`src/rtl/lsu_pkg.sv`:
```
// Shared definitions for the load/store unit: RISC-V funct3 width codes,
// FSM state encoding and the access legality check.
package lsu_pkg;

  localparam logic [2:0] F3_B  = 3'b000;
  localparam logic [2:0] F3_H  = 3'b001;
  localparam logic [2:0] F3_W  = 3'b010;
  localparam logic [2:0] F3_BU = 3'b100;
  localparam logic [2:0] F3_HU = 3'b101;

  typedef enum logic [1:0] {
    IDLE = 2'd0,
    REQ  = 2'd1,
    DONE = 2'd2
  } lsu_state_t;

  // A legal access needs a width code valid for its direction and natural alignment.
  function automatic logic access_ok(input logic we, input logic [2:0] f3,
                                     input logic [1:0] off);
    logic f3_ok;
    logic align_ok;
    case (f3)
      F3_B, F3_H, F3_W: f3_ok = 1'b1;
      F3_BU, F3_HU:     f3_ok = ~we;
      default:          f3_ok = 1'b0;
    endcase
    case (f3[1:0])
      2'b01:   align_ok = ~off[0];
      2'b10:   align_ok = (off == 2'b00);
      default: align_ok = 1'b1;
    endcase
    return f3_ok & align_ok;
  endfunction

endpackage

```
`src/rtl/load_store_unit_if.sv`:
```
// Request/acknowledge data bus between the load/store unit and memory.
interface load_store_unit_if;
  logic        bus_req;
  logic        bus_we;
  logic [31:0] bus_addr;
  logic [31:0] bus_wdata;
  logic [3:0]  bus_be;
  logic        bus_ack;
  logic [31:0] bus_rdata;
  logic        bus_err;

  modport master (
    output bus_req, bus_we, bus_addr, bus_wdata, bus_be,
    input  bus_ack, bus_rdata, bus_err
  );

  modport slave (
    input  bus_req, bus_we, bus_addr, bus_wdata, bus_be,
    output bus_ack, bus_rdata, bus_err
  );
endinterface

```
`src/rtl/lsu_lane_align.sv`:
```
// Byte-lane steering: replicates store data across lanes with byte enables,
// and extracts/extends the addressed lane of a load word.
module lsu_lane_align
  import lsu_pkg::*;
(
  input  logic [2:0]  st_funct3,
  input  logic [1:0]  st_off,
  input  logic [31:0] st_data,
  output logic [31:0] st_wdata,
  output logic [3:0]  st_be,
  input  logic [2:0]  ld_funct3,
  input  logic [1:0]  ld_off,
  input  logic [31:0] ld_word,
  output logic [31:0] ld_data
);

  function automatic logic [31:0] ext8(input logic signed [7:0] b, input logic sx);
    return sx ? {{24{b[7]}}, b} : {24'd0, b};
  endfunction

  function automatic logic [31:0] ext16(input logic signed [15:0] h, input logic sx);
    return sx ? {{16{h[15]}}, h} : {16'd0, h};
  endfunction

  logic [31:0]        ld_shift;
  logic signed [7:0]  ld_byte;
  logic signed [15:0] ld_half;

  always_comb begin
    st_wdata = st_data;
    st_be    = 4'b1111;
    case (st_funct3[1:0])
      2'b00: begin
        st_wdata = {4{st_data[7:0]}};
        st_be    = 4'b0001 << st_off;
      end
      2'b01: begin
        st_wdata = {2{st_data[15:0]}};
        st_be    = st_off[1] ? 4'b1100 : 4'b0011;
      end
      default: ;
    endcase
  end

  // Shift the addressed lane down to bit 0 so byte/half selection is uniform.
  assign ld_shift = ld_word >> {ld_off, 3'b000};
  assign ld_byte  = ld_shift[7:0];
  assign ld_half  = ld_shift[15:0];

  always_comb begin
    ld_data = ld_word;
    case (ld_funct3)
      F3_B:    ld_data = ext8(ld_byte, 1'b1);
      F3_BU:   ld_data = ext8(ld_byte, 1'b0);
      F3_H:    ld_data = ext16(ld_half, 1'b1);
      F3_HU:   ld_data = ext16(ld_half, 1'b0);
      default: ld_data = ld_word;
    endcase
  end

endmodule

```
`src/rtl/load_store_unit.sv`:
```
// Memory-access stage: turns one load/store per instruction into a bus
// transaction, stalling the core until it completes, errors or times out.
module load_store_unit
  import lsu_pkg::*;
#(
  parameter int TIMEOUT_CYCLES = 255
) (
  input  logic        clk,
  input  logic        rst_n,
  input  logic        start,
  input  logic        we,
  input  logic [2:0]  funct3,
  input  logic [31:0] addr,
  input  logic [31:0] wdata,
  output logic        stall,
  output logic        done,
  output logic [31:0] rdata,
  output logic        err,
  load_store_unit_if.master bus
);

  localparam int CW = $clog2(TIMEOUT_CYCLES + 1);

  lsu_state_t    state, state_nx;
  logic [CW-1:0] cnt;
  logic          we_q;
  logic [2:0]    f3_q;
  logic [1:0]    off_q;
  logic          legal;
  logic          timeout;
  logic [31:0]   st_wdata;
  logic [3:0]    st_be;
  logic [31:0]   ld_data;

  assign legal   = access_ok(we, funct3, addr[1:0]);
  // Expires on the TIMEOUT_CYCLES-th REQ cycle without an ack.
  assign timeout = (({1'b0, cnt} + (CW + 1)'(1)) == (CW + 1)'(TIMEOUT_CYCLES));

  lsu_lane_align u_align (
    .st_funct3 (funct3),
    .st_off    (addr[1:0]),
    .st_data   (wdata),
    .st_wdata  (st_wdata),
    .st_be     (st_be),
    .ld_funct3 (f3_q),
    .ld_off    (off_q),
    .ld_word   (bus.bus_rdata),
    .ld_data   (ld_data)
  );

  always_ff @(posedge clk or negedge rst_n) begin
    if (!rst_n) state <= IDLE;
    else        state <= state_nx;
  end

  always_comb begin
    state_nx = state;
    stall    = 1'b0;
    done     = 1'b0;
    case (state)
      IDLE: begin
        stall = start;
        if (start) state_nx = legal ? REQ : DONE;
      end
      REQ: begin
        stall = 1'b1;
        if (bus.bus_ack || timeout) state_nx = DONE;
      end
      DONE: begin
        done     = 1'b1;
        state_nx = IDLE;
      end
      default: state_nx = IDLE;
    endcase
  end

  // Bus launch in IDLE, completion or timeout in REQ.
  always_ff @(posedge clk or negedge rst_n) begin
    if (!rst_n) begin
      cnt           <= '0;
      we_q          <= 1'b0;
      f3_q          <= 3'b000;
      off_q         <= 2'b00;
      err           <= 1'b0;
      rdata         <= 32'd0;
      bus.bus_req   <= 1'b0;
      bus.bus_we    <= 1'b0;
      bus.bus_addr  <= 32'd0;
      bus.bus_wdata <= 32'd0;
      bus.bus_be    <= 4'b0000;
    end else begin
      case (state)
        IDLE: begin
          if (start) begin
            if (legal) begin
              cnt           <= '0;
              we_q          <= we;
              f3_q          <= funct3;
              off_q         <= addr[1:0];
              bus.bus_req   <= 1'b1;
              bus.bus_we    <= we;
              bus.bus_addr  <= {addr[31:2], 2'b00};
              bus.bus_wdata <= st_wdata;
              bus.bus_be    <= we ? st_be : 4'b1111;
            end else begin
              err <= 1'b1;
            end
          end
        end
        REQ: begin
          if (bus.bus_ack) begin
            bus.bus_req <= 1'b0;
            err         <= bus.bus_err;
            if (!we_q && !bus.bus_err) rdata <= ld_data;
          end else if (timeout) begin
            bus.bus_req <= 1'b0;
            err         <= 1'b1;
          end else begin
            cnt <= cnt + CW'(1);
          end
        end
        default: ;
      endcase
    end
  end

endmodule

```
`src/flat_wrapper.sv`:
```
// flat-port wrapper written by rule: the top's interface ports become plain ports
module load_store_unit_flat import lsu_pkg::*;
#(
  parameter int TIMEOUT_CYCLES = 255
)
  (clk, rst_n, start, we, funct3, addr, wdata, stall, done, rdata, err, bus_bus_req, bus_bus_we, bus_bus_addr, bus_bus_wdata, bus_bus_be, bus_bus_ack, bus_bus_rdata, bus_bus_err);
  load_store_unit_if bus_i ();
  input  logic clk;
  input  logic rst_n;
  input  logic start;
  input  logic we;
  input  logic [2:0] funct3;
  input  logic [31:0] addr;
  input  logic [31:0] wdata;
  output logic stall;
  output logic done;
  output logic [31:0] rdata;
  output logic err;
  output wire logic [$bits(bus_i.bus_req)-1:0] bus_bus_req;
  output wire logic [$bits(bus_i.bus_we)-1:0] bus_bus_we;
  output wire logic [$bits(bus_i.bus_addr)-1:0] bus_bus_addr;
  output wire logic [$bits(bus_i.bus_wdata)-1:0] bus_bus_wdata;
  output wire logic [$bits(bus_i.bus_be)-1:0] bus_bus_be;
  input wire logic [$bits(bus_i.bus_ack)-1:0] bus_bus_ack;
  input wire logic [$bits(bus_i.bus_rdata)-1:0] bus_bus_rdata;
  input wire logic [$bits(bus_i.bus_err)-1:0] bus_bus_err;
  assign bus_bus_req = bus_i.bus_req;
  assign bus_bus_we = bus_i.bus_we;
  assign bus_bus_addr = bus_i.bus_addr;
  assign bus_bus_wdata = bus_i.bus_wdata;
  assign bus_bus_be = bus_i.bus_be;
  assign bus_i.bus_ack = bus_bus_ack;
  assign bus_i.bus_rdata = bus_bus_rdata;
  assign bus_i.bus_err = bus_bus_err;
  load_store_unit #(.TIMEOUT_CYCLES(TIMEOUT_CYCLES)) u_core (.clk(clk), .rst_n(rst_n), .start(start), .we(we), .funct3(funct3), .addr(addr), .wdata(wdata), .stall(stall), .done(done), .rdata(rdata), .err(err), .bus(bus_i));
endmodule
```
`config.mk`:
```
export PLATFORM = sky130hd
export DESIGN_NAME = load_store_unit_flat
export DESIGN_NICKNAME = d
export VERILOG_FILES = /design/src/rtl/lsu_pkg.sv /design/src/rtl/load_store_unit_if.sv /design/src/rtl/lsu_lane_align.sv /design/src/rtl/load_store_unit.sv /design/src/flat_wrapper.sv
export SDC_FILE = /design/constraint.sdc
export NUM_CORES = 1
export LEC_CHECK = 0
export BUFFER_PORTS_ARGS = -buffer_cell sky130_fd_sc_hd__buf_4
export CAP_MARGIN = 20
export CORE_ASPECT_RATIO = 0.8
export CORE_MARGIN = 5
export CORE_UTILIZATION = 40
export DETAILED_ROUTE_END_ITERATION = 16
export PLACE_DENSITY = 0.67
export SLEW_MARGIN = 0
export SYNTH_ARGS = -nofsm -noshare
export SYNTH_HDL_FRONTEND = slang
export SYNTH_SLANG_ARGS = --single-unit
```
`constraint.sdc`:
```
create_clock -name clk -period 5 [get_ports clk]
set_input_delay 0.5 -clock clk [delete_from_list [all_inputs] [get_ports clk]]
set_output_delay 0.5 -clock clk [all_outputs]
set_load 0.05 [all_outputs]
```
==> results.sh <==
export IMPL_worstPathRequired_ps=5300
export IMPL_stdcell_count=920
export IMPL_fin_crit_sh_pct=57.0
export IMPL_final_common_cell="buf_4"
export IMPL_wl_per_cell_um=18.5
export IMPL_grt_pass1_vias=5030
export IMPL_postRouteAntennaNets=0
export IMPL_htree_num_levels=4
export IMPL_syn_mean_instance_area_sq_um=10.9
export IMPL_ys_seq_elements=116
export IMPL_critical_path_most_common_cell="buf_4"
export IMPL_max_cap_viol_count=0
export IMPL_synth_distinct_cells=49
export IMPL_cp_buffers_inverters=3
export IMPL_yosys_area_top_type="dfrtp_1"
export IMPL_num_vias=4762
export IMPL_grt_pass1_wl_mm=26.6
export IMPL_worst_setup_path_start_kind="input port"
export IMPL_power_per_cell_area_mw_per_mm2=747
export IMPL_timing_max_slew_rel_slack_pct=24.2
export IMPL_crit_path_max_fanout=68
export IMPL_sequential_cell_area_fraction_in_the_yosys_report_pct=50.9
export IMPL_root_buffer_selected_by_cts="clkbuf_16"
export IMPL_setup_worst_path_class="in2reg"
export IMPL_synthesis_yosys_warnings=0
export IMPL_ys_dominant_reg_cell="dfrtp_1"
export IMPL_clock_sinks=116
export IMPL_drcViolationCount=0
export IMPL_effective_utilization_at_floorplan_pct=40.3
export IMPL_first_pass_iters=4
export IMPL_fin_ws_ps=2150
export IMPL_tritoncts_num_buffers=17
export IMPL_critical_path_slowest_cell="buf_4"
export IMPL_final_critical_period_ps=2850
export IMPL_fp_dieH_um=117
export IMPL_worst_setup_hold_path_clk_slew_ps=60
export IMPL_synth_async_sr_flop_share_pct=100
export IMPL_cp_cell_sequence="buf_4 -> inv_1 -> ha_1 -> a221oi_4 -> nor3_4 -> buf_4 -> mux2_2"
export IMPL_skew_ps=10.9
export IMPL_most_frequent_cells_in_the_layout="211 x buf_4, 116 x dfrtp_1, 66 x mux2_2"
export IMPL_timing_critical_path_arrival_ps=3150
export IMPL_dieArea_sq_mm=0.0168
export IMPL_synth_simple_gate_area_share_pct=12.1
export IMPL_num_io_pins=210
export IMPL_dp_final_hpwl_mm=12.4
export IMPL_power_ir_vdd_worst_uv=478
export IMPL_clock_fmax_ghz=0.351
export IMPL_xor_xnor_share_of_the_synthesized_area_pct=0
export IMPL_total_power_mw=5.97
export IMPL_post_cts_buffers=0
export IMPL_crit_path_max_incr_delay_ps=730
export IMPL_globalplace_congestion=0.832
export IMPL_final_setup_tns_ps=0
export IMPL_core_rowCount=39
export IMPL_layout_nets=833
export IMPL_cts_max_path_buffers=2
export IMPL_outcome="completed"
export IMPL_final_setup_violations=0
export IMPL_tightest_slew_ps=1130
export IMPL_finalHoldViolCount=0
export IMPL_buffer_ports_inserted=207
export IMPL_worst_hold_path_type="in2async"
export IMPL_tritoncts="built"
export IMPL_number_of_antenna_violations_at_the_first_check_in_global_routing=0
export IMPL_cts_hold_fix_buffers=0
export IMPL_preCtsSetupSlack_ps=1720
export IMPL_die_w_um=143
export IMPL_cts_repair_resize_count=0
export IMPL_leading_cell_types_by_total_area_after_synthesis="dfrtp_1 51%, mux2_2 13%, nor2_1 3.4%"
export IMPL_kind_of_capture_point_of_the_worst_setup_path="flop"
export IMPL_routed_wirelength_mm=17.0
export IMPL_setup_repair_after_global_routing_missed_its_margin="false"
export IMPL_crit_family="buffers and inverters"
export IMPL_layout_area_overhead_vs_synth_pct=40.2
export IMPL_drt_iter0_drc=282
export IMPL_post_synth_mux_area_share_pct=17.6
export IMPL_number_of_synthesized_flops_with_an_enable_pin=0
export IMPL_groute_usage_overall_pct=20.5
export IMPL_final_layout_size_suffix_gt1_share_pct=42.9
export IMPL_largest_family_of_logic_cells_by_synthesized_area="multiplexers"
export IMPL_area_fraction_in_compound_gates_after_synthesis_pct=14.2
export IMPL_finalInstanceArea_sq_mm=0.00799
export IMPL_synth_top_cell_area_share_pct=50.9
export IMPL_synth_area_sq_mm=0.00570
export IMPL_place_inst=887
export IMPL_grt_max_degree=69
export IMPL_p_leak_nw=3.70
export IMPL_n_antenna_cell=0
export IMPL_syn_instance_count=522
export IMPL_slew_viol_final=0
export IMPL_overflow=0
export IMPL_via_per_inst=5.18
export IMPL_core_footprint_sq_mm=0.0142
export IMPL_worst_skew_pair_later_pin_latency_ps=420
export IMPL_synth_adder_area_share_pct=1.10
export IMPL_dpl_cell_area_sq_mm=0.00733
export IMPL_num_fill_cells=1257
area by class of cell:
cell class	count	area, sq um	area share, %
Multi-Input combinational cell	363	2570	32.1
Sequential cell	116	2900	36.3
Clock inverter	9	150	1.88
Inverter	13	48.8	0.611
Clock buffer	23	478	5.98
Timing Repair Buffer	212	1610	20.2
Tap cell	184	230	2.88
per-layer routing:
metal | global-route usage [%] | wire length (um) | part of all wire [%]
met5 | 0 | 0 | 0
met4 | 6.15 | 157 | 0.92
met3 | 9.95 | 1900 | 11
met2 | 31.9 | 7950 | 47
met1 | 25.5 | 6990 | 41
metrics by stage:
step | utilization [%] | hold WS, ps
2_1_floorplan | - | 204
3_3_place_gp | 51.8 | 467
3_5_place_dp | 51.8 | 470
4_1_cts | 56.3 | 231
5_1_grt | 56.5 | 264
6_report | 56.5 | 175
cell families after synthesis:
kind of cell / Yosys count
AND/OR/NAND/NOR: 148
AO/OA/AOI/OAI: 119
flip-flops: 116
multiplexers: 89
buffers and inverters: 44
adder cells (fa/ha/maj): 5
other: 1
where the power goes:
group	switching, mW	internal (mW)	leakage (nW)
logic	2.00	0.965	1.99
registers	0.338	1.36	1.40
clock network	0.436	0.870	0.303
total	2.77	3.20	3.70
path summary, 6_finish.rpt:
kind	start	to	slack (ps)	cells after the start
min	rst_n	u_core.bus.bus_wdata[7]	180	1
max reg2reg	u_core.state[1]	u_core.bus.bus_addr[23]	2590	5
max	funct3[1]	u_core.bus.bus_addr[23]	2150	7
min reg2reg	u_core.rdata[2]	u_core.rdata[2]	480	2
min in group clk	addr[7]	u_core.bus.bus_addr[7]	290	2
max in group asynchronous	rst_n	u_core.bus.bus_wdata[13]	3570	2
cell usage after synthesis, types with 7 or more instances:
library cell and n:
dfrtp_1 116, mux2_2 66, nor2_1 52, nand2_1 47, a21oi_1 27, o21ai_0 20
clkbuf_1 16, o22ai_1 16, inv_1 13, mux2_1 12, nand2b_1 11, mux2i_1 10
a22o_1 9, a31oi_1 9, a22oi_1 8, nand3_1 8, nor2b_1 8, o31ai_1 8
and2_1 7, buf_6 7
registers in the layout, indices dropped and copies added (netlist names):
signal / cells
u_core.bus.bus_addr: 30
u_core.rdata: 32
u_core.state: 2
u_core.bus.bus_wdata: 32
u_core.cnt: 8
u_core.we_q: 1
u_core.f3_q: 3
u_core.bus.bus_be: 4
u_core.off_q: 2
u_core.err: 1
u_core.bus.bus_req: 1
(Power assumes the default switching activity.)
